$ cat src/rtl/ula_wb_flags.sv
`default_nettype none
// ============================================================================
//  Module   : ula_wb_flags
//  Purpose  : Writeback / flag-register stage behind the arithmetic ULA.
//             2-entry skid buffer (valid/ready), O/C/S/Z flag register,
//             branch condition evaluation and retired-operation counter.
//  Revision : 1.0  initial release
// ============================================================================
module ula_wb_flags #(
   parameter int bits   = 32,
   parameter int DEST_W = 4,
   parameter int CNT_W  = 16
) (
   input  logic              CLK,
   input  logic              RST,
   input  logic              IN_VALID,
   output logic              IN_READY,
   input  logic [bits-1:0]   RESU,
   input  logic [4:0]        OP,
   input  logic              O,
   input  logic              C,
   input  logic              S,
   input  logic              Z,
   input  logic [DEST_W-1:0] DEST,
   input  logic              WE_IN,
   input  logic              FLAG_EN,
   output logic              OUT_VALID,
   input  logic              OUT_READY,
   output logic [bits-1:0]   WB_DATA,
   output logic [DEST_W-1:0] WB_DEST,
   output logic              WB_WE,
   output logic [3:0]        FLAGS,
   input  logic [3:0]        COND,
   output logic              COND_TRUE,
   output logic              ERR,
   output logic [CNT_W-1:0]  OP_CNT
);

   // Buffer occupancy states
   localparam logic [1:0] c_st_empty = 2'd0;
   localparam logic [1:0] c_st_one   = 2'd1;
   localparam logic [1:0] c_st_two   = 2'd2;

   logic [1:0]        r_state;
   logic [1:0]        w_state_nxt;
   logic              r_in_ready;

   logic [bits-1:0]   r_main_data;
   logic [DEST_W-1:0] r_main_dest;
   logic              r_main_we;
   logic [bits-1:0]   r_skid_data;
   logic [DEST_W-1:0] r_skid_dest;
   logic              r_skid_we;

   logic [3:0]        r_flags;
   logic              r_err;
   logic [CNT_W-1:0]  r_cnt;

   logic              w_legal;
   logic              w_acc;
   logic              w_ret;
   logic              w_out_valid;
   logic              w_we_in;
   logic              w_cond;

   // The ULA zero flag is deliberately ignored; Z is recomputed from RESU.
   logic              w_unused_z;
   assign w_unused_z = Z;

   // Opcode legality decode
   always_comb begin
      w_legal = 1'b0;
      case (OP)
         5'b00000, 5'b00001, 5'b00011,
         5'b00100, 5'b00101, 5'b00110: w_legal = 1'b1;
         default:                      w_legal = 1'b0;
      endcase
   end

   assign w_out_valid = (r_state == c_st_one) || (r_state == c_st_two);
   assign w_acc       = IN_VALID && r_in_ready;
   assign w_ret       = w_out_valid && OUT_READY;
   assign w_we_in     = WE_IN && w_legal;

   // Skid buffer next-state logic
   always_comb begin
      w_state_nxt = r_state;
      case (r_state)
         c_st_empty: if (w_acc) w_state_nxt = c_st_one;
         c_st_one: begin
            if (w_acc && !w_ret)      w_state_nxt = c_st_two;
            else if (!w_acc && w_ret) w_state_nxt = c_st_empty;
            else                      w_state_nxt = c_st_one;
         end
         c_st_two:   if (w_ret) w_state_nxt = c_st_one;
         default:    w_state_nxt = c_st_empty;
      endcase
   end

   // Buffer state, registered ready and main/skid entry storage
   always_ff @(posedge CLK) begin
      if (RST) begin
         r_state     <= c_st_empty;
         r_in_ready  <= 1'b0;
         r_main_data <= '0;
         r_main_dest <= '0;
         r_main_we   <= 1'b0;
         r_skid_data <= '0;
         r_skid_dest <= '0;
         r_skid_we   <= 1'b0;
      end else begin
         r_state    <= w_state_nxt;
         // ready only depends on whether the skid entry will be occupied
         r_in_ready <= (w_state_nxt != c_st_two);
         if (w_acc && ((r_state == c_st_empty) || ((r_state == c_st_one) && w_ret))) begin
            r_main_data <= RESU;
            r_main_dest <= DEST;
            r_main_we   <= w_we_in;
         end else if ((r_state == c_st_two) && w_ret) begin
            r_main_data <= r_skid_data;
            r_main_dest <= r_skid_dest;
            r_main_we   <= r_skid_we;
         end
         if (w_acc && (r_state == c_st_one) && !w_ret) begin
            r_skid_data <= RESU;
            r_skid_dest <= DEST;
            r_skid_we   <= w_we_in;
         end
      end
   end

   // Flags update at accept time; sticky error and retire counter
   always_ff @(posedge CLK) begin
      if (RST) begin
         r_flags <= 4'b0000;
         r_err   <= 1'b0;
         r_cnt   <= '0;
      end else begin
         if (w_acc && FLAG_EN && w_legal)
            r_flags <= {O, C, S, (RESU == '0)};
         if (w_acc && !w_legal)
            r_err <= 1'b1;
         if (w_ret)
            r_cnt <= r_cnt + CNT_W'(1);
      end
   end

   // Branch condition evaluation against registered {O,C,S,Z}
   always_comb begin
      w_cond = 1'b0;
      case (COND)
         4'd0:    w_cond = 1'b0;
         4'd1:    w_cond = r_flags[0];
         4'd2:    w_cond = !r_flags[0];
         4'd3:    w_cond = r_flags[2];
         4'd4:    w_cond = !r_flags[2];
         4'd5:    w_cond = r_flags[1];
         4'd6:    w_cond = !r_flags[1];
         4'd7:    w_cond = r_flags[3];
         4'd8:    w_cond = !r_flags[3];
         4'd9:    w_cond = (r_flags[1] != r_flags[3]);
         4'd10:   w_cond = (r_flags[1] == r_flags[3]);
         4'd11:   w_cond = !r_flags[0] && (r_flags[1] == r_flags[3]);
         4'd12:   w_cond = r_flags[0] || (r_flags[1] != r_flags[3]);
         default: w_cond = 1'b0;
      endcase
   end

   assign IN_READY  = r_in_ready;
   assign OUT_VALID = w_out_valid;
   assign WB_DATA   = r_main_data;
   assign WB_DEST   = r_main_dest;
   assign WB_WE     = r_main_we;
   assign FLAGS     = r_flags;
   assign COND_TRUE = w_cond;
   assign ERR       = r_err;
   assign OP_CNT    = r_cnt;

endmodule
`default_nettype wire

$ cat config.mk
export PLATFORM = sky130hd
export DESIGN_NAME = ula_wb_flags
export DESIGN_NICKNAME = d
export VERILOG_FILES = /design/src/rtl/ula_wb_flags.sv
export SDC_FILE = /design/constraint.sdc
export NUM_CORES = 1
export LEC_CHECK = 0
export BUFFER_PORTS_ARGS = -buffer_cell sky130_fd_sc_hd__buf_4
export CORE_MARGIN = 5
export CORE_UTILIZATION = 57
export CTS_CLUSTER_DIAMETER = 40
export DETAILED_ROUTE_END_ITERATION = 12
export PLACE_DENSITY = 0.9
export SETUP_SLACK_MARGIN = 0.02
export SLEW_MARGIN = 30
export SYNTH_ARGS = -nofsm -noshare
export SYNTH_HDL_FRONTEND = slang
export SYNTH_SLANG_ARGS = --single-unit
export TNS_END_PERCENT = 100
$ cat constraint.sdc
create_clock -name CLK -period 3.2 [get_ports CLK]
set_input_delay 0.16 -clock CLK [delete_from_list [all_inputs] [get_ports CLK]]
set_output_delay 0.16 -clock CLK [all_outputs]
set_load 0.01 [all_outputs]
==> metrics, run 1 <==
outcome=finished, final reports clean; syn_area_per_cell=8.07 um^2; Overall Global Routing Usage=between 20 and 25%; area grow syn2layout=24.6%; PostCTS Resize Cnt=0; area leader, netlist=dfxtp_1; Fin. Hold Viols=0; worst hold path endpoint=FLAGS[3]$_SDFFE_PP0P_; R2R Setup Slk=roughly 0.83 ns; clock slew at reported path FFs=0.09 ns; Max Buffers Root-to-Sink=2; Initial Util=59.3%; Ports=116; min Tclk post-route=2.37 ns; clock sinks=98; HP Class=input pin to flop; Row Count=31; fmax=422 MHz; vias in the first global route=4108; Yosys warnings=0; Worst VDD drop=0.371 mV; worst slew pin tran=0.710 ns; Final HPWL DP=8130 um; Cells after DPL=716; vias=4333; cts hold-fix bufs=0; Worst slew margin=52.7%; Pleak=2.04 nW; first-pass GRT wire length=around 20000 um; most frequent cells in the layout=nand2_1 (122), buf_4 (119), dfxtp_1 (98); Final WS setup=roughly 0.83 ns; nets=slightly below 700; unrepaired setup endpoints after global routing=no; final clock skew=0.0135 ns; Final Cycle Share=74.0%; Power Total=about 2.7 mW; CP Launch Type=flop; CTS tree=done; layout cells sized above 1=22.7%; storage element area=1960 um^2; Synth Area in Compound Gates=16.9%; FF-to-FF path depth=7; Worst R2R End=WB_DATA[26]$_SDFFE_PP0P_; initial antenna violation count=0; Synth Area in Adders=1.44%; CP max FO=40; CTS buffer count=9; DR iter-0 viols=~320; die area=between 9000 and 10000 um^2; RR Startpoint=r_state[1]$_SDFF_PP0_; top post-synthesis cells by area=dfxtp_1 (45%), nand2_1 (11%), a311oi_1 (7.7%), a21oi_1 (5.2%), nand3_1 (5.2%); commonest non-fill, non-tap cell in the layout=nand2_1; top-area cell type share of the netlist area=45.1%; mapped cell area=4350 um^2; Non-Filler Instances=732; crit end category=flop; register area share after synthesis=45.1%; final WL=12000 um; drt drc=0; CTS H-tree lvls=3; Primary FF master, synth=dfxtp_1; # Post-CTS Setup Buffers=0; final setup violation count=0; Arr. time, crit path=2.63 ns; largest net degree at the start of global routing=100; #FFs+latches synth=98; Antenna diodes=0; Pwr Density=492 nW/um^2; Clock Root Buffer=clkbuf_8; post-synthesis cell type count=47; largest family of logic cells by synthesized area=simple AND/OR/NAND/NOR gates; area of the multi-input gates=2170 um^2; die width=about 97 um; die height=roughly 97 um; TritonRoute pass-1 iters=7; XOR/XNOR share of the synthesized area=about 2.6%; Net Count, Synth=around 600; post-synthesis simple-gate area fraction=28.3%; setup tns final=0 ns; core area=7330 um^2; Worst Path Required=3.46 ns; min-delay src=O; Min-Delay Path Depth=3; IO Port Bufs=roughly 110; max cap viols=0; mux contribution to synthesized area=0.690%; Gate Count Post-Synth=between 500 and 600; Slew Limit Fails=0; DR vias/cell=5.92; Layout fillers=575; WL/cell=16.4 um; Remaining Overflow, GRT=0; Post-synth ARST share=0%; Routed Antenna Nets=0; Post-synth EDFFs=0; Placer Congestion=between 0.8 and 0.9; pre-CTS setup slack=around 0.87 ns; WS Path Type=flop to flop; latest clock arrival within the worst-skew pair=0.37 ns
==> per-layer routing <==
metal / global-route usage (%) / wire length, um
met3: 5.53 / 952
met5: 0 / 0
met1: 29.4 / 4770
met2: 42.7 / 6020
met4: 9.80 / 272
==> sequential cells by signal, indices dropped and copies added, names as in the netlist, 2 cells and up <==
register,cells
FLAGS,4
OP_CNT,16
WB_DATA,32
WB_DEST,4
r_skid_data,32
r_skid_dest,4
r_state,2
==> worst max path at each step <==
| stage | slack, ns | start | to |
|---|---|---|---|
| 2_1_floorplan | 1.26 | r_state[1]$_SDFF_PP0_ | OP_CNT[15]$_SDFFE_PP0P_ |
| 3_3_place_gp | 1.04 | r_state[0]$_SDFF_PP0_ | WB_DEST[1]$_SDFFE_PP0P_ |
| 3_5_place_dp | 0.87 | r_state[1]$_SDFF_PP0_ | WB_DATA[26]$_SDFFE_PP0P_ |
| 4_1_cts | 0.85 | r_state[1]$_SDFF_PP0_ | WB_DATA[26]$_SDFFE_PP0P_ |
| 5_1_grt | 0.65 | r_state[1]$_SDFF_PP0_ | WB_DATA[26]$_SDFFE_PP0P_ |
| 6_report | 0.83 | r_state[1]$_SDFF_PP0_ | WB_DATA[26]$_SDFFE_PP0P_ |
==> final cells by class <==
cell class	instances	share of cell area (%)
clock buffer	10	2.54
clock inverter	6	1.50
inverter	5	0.346
multi-input combinational	393	40.1
sequential	98	36.2
tap	99	2.29
timing repair buffer	121	17.1
==> cell usage after synthesis, types with 5 or more instances <==
cell and number:
clkbuf_1 32, buf_2 7, a21oi_1 45, inv_1 5, nand3_1 45, xnor2_1 5, nor2_1 51, a311oi_1 38
xor2_1 8, nor4_1 6, ha_1 5, nand2b_1 5, dfxtp_1 98, nand2_1 122, nand4_1 8, or4_1 6
==> worst max-delay path: stages, from the launching register on <==
cell	delay (ns)
dfxtp_1	0.41
inv_1	0.09
ha_1	0.37
a31oi_1	0.19
or2_2	0.57
buf_12	0.28
nor2_1	0.06
a311oi_1	0.27
==> per-stage QoR <==
step	util (%)	instance area, um^2	hold WS [ns]
after floorplan	-	4350	0.296
after global placement	70.9	5200	0.391
after detailed placement	70.9	5200	0.409
after CTS	73.9	5420	0.0339
after global routing	73.9	5420	0.0287
final	73.9	5420	0.0420
==> report_power, final <==
group	internal, mW	total (mW)	switching, mW
Combinational	0.206	0.463	0.257
Sequential	1.29	1.34	0.0467
Clock	0.399	0.863	0.463
Total	1.90	2.67	0.767
==> cell families (layout without fill, tap and decap cells) <==
| kind of cell | Yosys count | in the layout |
|---|---|---|
| simple gates | 268 | 268 |
| fa+ha+maj | 5 | 5 |
| xor+xnor | 13 | 13 |
| flops | 98 | 98 |
| mux | 3 | 3 |
| buf+inv | 48 | 142 |
| compound gates | 104 | 104 |
No activity file was read; power rests on OpenSTA's default activity.
==> run 2: changes to the inputs <==
--- a/config.mk
+++ b/config.mk
@@ -7,10 +7,10 @@
 export LEC_CHECK = 0
 export BUFFER_PORTS_ARGS = -buffer_cell sky130_fd_sc_hd__buf_4
 export CORE_MARGIN = 5
-export CORE_UTILIZATION = 57
+export CORE_UTILIZATION = 47
 export CTS_CLUSTER_DIAMETER = 40
 export DETAILED_ROUTE_END_ITERATION = 12
-export PLACE_DENSITY = 0.9
+export PLACE_DENSITY = 0.79
 export SETUP_SLACK_MARGIN = 0.02
 export SLEW_MARGIN = 30
 export SYNTH_ARGS = -nofsm -noshare
==> constraint.sdc (replaced) <==
create_clock -name CLK -period 2.15 [get_ports CLK]
set_input_delay 0.1075 -clock CLK [delete_from_list [all_inputs] [get_ports CLK]]
set_output_delay 0.1075 -clock CLK [all_outputs]
set_load 0.01 [all_outputs]
==> metrics, run 2 (synthesis results as in run 1) <==
met2 routed WL=6030 um (+0.30%); Placer Congestion=0.814 (+0.54%); slowest CP cell=or4_1; max cap viols=0 (unchanged); final clock skew=0.0114 ns (-0.00209 ns); DR top layer=met4; fmax=503 MHz (+19%); Routed Antenna Nets=0 (unchanged); worst slew pin tran=0.595 ns (-0.114 ns); Worst slew margin=60.3% (+7.6 points); TritonRoute pass-1 iters=5 (-2); worst hold path endpoint=r_skid_data[27]$_SDFFE_PP0P_; design area=5820 um^2 (+7.4%); CP Launch Type=flop; Overall Global Routing Usage=21.3% (-3.3 points); FF-to-FF path depth=6 (-1); clock slew at reported path FFs=0.10 ns (about the same); crit end category=flop; CTS tree=done; Pwr Density=687 nW/um^2 (+40%); CTS H-tree lvls=3 (unchanged); core area=9110 um^2 (+24%); DR iter-0 viols=263 (-18%); initial antenna violation count=0 (unchanged); most frequent cells in the layout=buf_4 (123), nand2_1 (122), dfxtp_1 (95); Pleak=2.21 nW (+8.1%); Final HPWL DP=8040 um (-1.0%); outcome=finished, final reports clean; vias=4390 (+1.3%); Slew Limit Fails=0 (unchanged); largest net degree at the start of global routing=50 (-50%); min Tclk post-route=1.99 ns (-0.380 ns); die height=106 um (+9.1%); Antenna diodes=0 (unchanged); post-route met1 wirelength=5140 um (+7.7%); R2R Setup Slk=0.16 ns (-0.67 ns); area grow syn2layout=33.8%; layout cells sized above 1=22.8% (+0.053 points); met3 routed WL=611 um (-36%); Worst VDD drop=0.388 mV (+4.7%); IO Port Bufs=114 (unchanged); Power Total=4.00 mW (+50%); Initial Util=47.7% (-12 points); Cells after DPL=733 (+2.4%); Clock Root Buffer=clkbuf_8; die area=11300 um^2 (+19%); storage element area=1970 um^2 (+0.19%); CP max FO=7 (-83%); Final Cycle Share=92.5% (+18 points); first-pass GRT wire length=19900 um (+1.4%); Max Buffers Root-to-Sink=2 (unchanged); unrepaired setup endpoints after global routing=no; # Post-CTS Setup Buffers=0 (unchanged); Layout fillers=746 (+30%); latest clock arrival within the worst-skew pair=0.36 ns (about the same); Ports=116 (unchanged); Arr. time, crit path=2.28 ns (-0.35 ns); Worst Path Required=2.44 ns (-1.02 ns); RR Startpoint=r_state[0]$_SDFF_PP0_; area of the multi-input gates=2170 um^2 (+0.12%); WL/cell=15.5 um (-5.8%); WS Path Type=flop to flop; DR vias/cell=5.61 (-5.2%); Worst R2R End=OP_CNT[15]$_SDFFE_PP0P_; Min-Delay Path Depth=3 (unchanged); Fin. Hold Viols=0 (unchanged); CTS buffer count=9 (unchanged); HP Class=input pin to flop; setup tns final=0 ns (unchanged); vias in the first global route=4201 (+2.3%); min-delay src=RESU[27]; Row Count=35 (+13%); final setup violation count=0 (unchanged); Remaining Overflow, GRT=0 (unchanged); Placed Area=5280 um^2 (+1.5%); nets=726 (+5.5%); Non-Filler Instances=782 (+6.8%); CP cell instances=inv_1 > ha_2 > nand3_2 > or2_1 > or4_1 > a21oi_1; drt drc=0 (unchanged); clock sinks=98 (unchanged); final WL=12100 um (+0.68%); commonest non-fill, non-tap cell in the layout=buf_4; die width=106 um (+9.1%); largest stage delay on the critical path=0.48 ns (-0.09 ns)
-- run 2: power by group --
group	internal (mW)	switching [mW]	total, mW
logic	0.361	0.391	0.753
registers	1.93	0.0696	2.00
clock network	0.561	0.689	1.25
-- run 2: area by class of cell --
type                    instances  area share (%)
clock buffers                   9            2.13
clock inverters                 7            1.46
inverters                       5           0.322
multi-input cells             393            37.4
flip-flops and latches         98            33.8
well taps                     111            2.39
repair buffers                159            22.6
-- run 2: stage by stage --
step / setup WS [ns] / hold slack (ns) / utilization [%]
after global placement: 0.226 / 0.341 / 57.9
after detailed placement: 0.139 / 0.373 / 57.9
after floorplan: 0.211 / 0.243 / -
after global routing: 0.0289 / 0.00144 / 63.9
final: 0.162 / 0.0120 / 63.9
after CTS: 0.119 / 0.000752 / 63.8
-- run 2: how the worst max path moves through the flow --
stage / startpoint / to / slack [ns] / depth (start not counted)
2_1_floorplan: r_state[1]$_SDFF_PP0_ / OP_CNT[15]$_SDFFE_PP0P_ / 0.21 / 7
3_3_place_gp: r_state[1]$_SDFF_PP0_ / OP_CNT[15]$_SDFFE_PP0P_ / 0.23 / 6
3_5_place_dp: r_state[1]$_SDFF_PP0_ / OP_CNT[15]$_SDFFE_PP0P_ / 0.14 / 6
4_1_cts: FLAGS[3]$_SDFFE_PP0P_ / COND_TRUE / 0.12 / 5
5_1_grt: r_state[0]$_SDFF_PP0_ / OP_CNT[15]$_SDFFE_PP0P_ / 0.03 / 6
6_report: r_state[0]$_SDFF_PP0_ / OP_CNT[15]$_SDFFE_PP0P_ / 0.16 / 6
-- run 2: metal layers --
metal | up-vias | GRT usage [%]
met1 | 2067 | 26.0
met5 | - | 0
li1 | 2160 | -
met2 | 143 | 36.9
met4 | 0 | 9.53
met3 | 20 | 3.40
-- run 2: worst max-delay path: cells and delay by family, from the launching register on --
family / cells / cell delay [ns]
DFF: 1 / 0.38
and+or+nand+nor: 3 / 0.91
buffers and inverters: 1 / 0.10
AOI/OAI and AO/OA: 1 / 0.14
adders and majority gates: 1 / 0.39
-- run 2: what timing repair did --
action / in CTS / in global routing
gates resized for setup: 0 / 4
hold buffers: 33 / 0
hold endpoints to repair: 33 / 0
endpoints found under the setup margin: 0 / 2
==> run 3: changes to the inputs <==
--- a/config.mk
+++ b/config.mk
@@ -10,6 +10,7 @@
 export CORE_UTILIZATION = 47
 export CTS_CLUSTER_DIAMETER = 40
 export DETAILED_ROUTE_END_ITERATION = 12
+export HOLD_SLACK_MARGIN = 0.12
 export PLACE_DENSITY = 0.79
 export SETUP_SLACK_MARGIN = 0.02
 export SLEW_MARGIN = 30
==> metrics, run 3 (synthesis results as in run 1) <==
min Tclk post-route=1.98 ns (-0.00576 ns); Antenna diodes=0 (unchanged); crit end category=flop; Pleak=2.25 nW (+2.0%); Initial Util=47.7% (unchanged); fmax=504 MHz (+0.29%); outcome=finished, final reports clean; CTS H-tree lvls=3 (unchanged); min-delay src=OUT_READY; Power Total=4.02 mW (+0.50%); Routed Antenna Nets=0 (unchanged); vias=4446 (+1.3%); CP max FO=7 (unchanged); RR Startpoint=r_state[0]$_SDFF_PP0_; DR iter-0 viols=283 (+7.6%); HP Class=input pin to flop; core area=9110 um^2 (unchanged); IO Port Bufs=114 (unchanged); largest net degree at the start of global routing=50 (unchanged); nets=736 (+1.4%); vias in the first global route=4274 (+1.7%); most frequent cells in the layout=buf_4 (123), nand2_1 (122), dfxtp_1 (95); area grow syn2layout=36.1%; Worst R2R End=OP_CNT[15]$_SDFFE_PP0P_; Worst VDD drop=0.392 mV (+0.92%); FF-to-FF path depth=6 (unchanged); Final Cycle Share=92.2% (-0.27 points); Arr. time, crit path=2.27 ns (about the same); commonest non-fill, non-tap cell in the layout=buf_4; Worst Path Required=2.44 ns (about the same); die height=106 um (unchanged); CTS buffer count=9 (unchanged); CP Launch Type=flop; Ports=116 (unchanged); final setup violation count=0 (unchanged); worst hold path endpoint=WB_DATA[27]$_SDFFE_PP0P_; # Post-CTS Setup Buffers=0 (unchanged); setup tns final=0 ns (unchanged); final WL=12300 um (+1.3%); die width=106 um (unchanged); Worst slew margin=59.5% (-0.80 points); hold slack=0.145 ns (+0.133 ns); drt drc=0 (unchanged); max cap viols=0 (unchanged); Layout fillers=728 (-2.4%); Overall Global Routing Usage=21.6% (+0.26 points); Fin. Hold Viols=0 (unchanged); worst slew pin tran=0.602 ns (+0.00639 ns); Final HPWL DP=8040 um (unchanged); Clock Root Buffer=clkbuf_8; Remaining Overflow, GRT=0 (unchanged); Max Buffers Root-to-Sink=2 (unchanged); WS Path Type=flop to flop; final clock skew=0.0112 ns (-0.000171 ns); Pwr Density=679 nW/um^2 (-1.2%); Min-Delay Path Depth=3 (unchanged); Slew Limit Fails=0 (unchanged); Row Count=35 (unchanged); Placer Congestion=0.814 (unchanged); CTS tree=done; die area=11300 um^2 (unchanged); DR vias/cell=5.61 (about the same); TritonRoute pass-1 iters=5 (unchanged); first-pass GRT wire length=20200 um (+1.5%); R2R Setup Slk=0.17 ns (about the same); unrepaired setup endpoints after global routing=no; initial antenna violation count=0 (unchanged); layout cells sized above 1=22.5% (-0.33 points); latest clock arrival within the worst-skew pair=0.36 ns (about the same); clock slew at reported path FFs=0.10 ns (about the same); clock sinks=98 (unchanged); WL/cell=15.5 um (about the same)
[run 3: cell count changes in the layout (fill, tap and decap cells not counted), sizes merged]
cell	before	now
dlygate4sd3	33	43
[run 3: power by group]
group	total, mW	switching, mW	internal (mW)
Combinational	0.770	0.397	0.373
Sequential	2.00	0.0686	1.93
Clock	1.25	0.692	0.561
[run 3: what timing repair did]
item	CTS	global route
endpoints found under the hold margin	78	0
resized for setup	0	4
hold buffers	43	0
endpoints found under the setup margin	0	2
[run 3: cell type report]
class                           count  area [um^2]  area share [%]
Clock inverter                      7         85.1            1.44
Timing Repair Buffer              169         1410            23.9
Multi-Input combinational cell    393         2170            36.7
Clock buffer                        9          124            2.09
Sequential cell                    98         1970            33.2
Inverter                            5         18.8           0.317
Tap cell                          111          139            2.35
[run 3: worst max path at each step]
stage / startpoint / slack [ns] / to / depth (start not counted)
final: r_state[0]$_SDFF_PP0_ / 0.17 / OP_CNT[15]$_SDFFE_PP0P_ / 6
after global routing: r_state[0]$_SDFF_PP0_ / 0.03 / OP_CNT[15]$_SDFFE_PP0P_ / 6
after CTS: FLAGS[3]$_SDFFE_PP0P_ / 0.12 / COND_TRUE / 5
after detailed placement: r_state[1]$_SDFF_PP0_ / 0.14 / OP_CNT[15]$_SDFFE_PP0P_ / 6
after global placement: r_state[1]$_SDFF_PP0_ / 0.23 / OP_CNT[15]$_SDFFE_PP0P_ / 6
after floorplan: r_state[1]$_SDFF_PP0_ / 0.21 / OP_CNT[15]$_SDFFE_PP0P_ / 7
[run 3: critical path: stages (launching register included)]
cell and delay, ns:
dfxtp_1 0.38, inv_1 0.10, ha_2 0.39, nand3_2 0.10, or2_1 0.32, or4_1 0.48, a21oi_1 0.14
[run 3: through the flow]
step	worst slack [ns]	std cells	cell area [um^2]	utilization, %
2_1_floorplan	0.211	539	4350	-
3_3_place_gp	0.226	733	5280	57.9
3_5_place_dp	0.139	733	5280	57.9
4_1_cts	0.119	792	5910	64.9
5_1_grt	0.0289	792	5920	65.0
6_report	0.168	792	5920	65.0
[run 3: routing by layer]
layer | up-vias | share of wire (%) | global-route usage (%)
li1 | 2180 | - | -
met4 | 0 | 2.1 | 8.79
met5 | - | 0 | 0
met3 | 16 | 5.3 | 3.04
met1 | 2106 | 42 | 26.6
met2 | 144 | 50 | 37.7
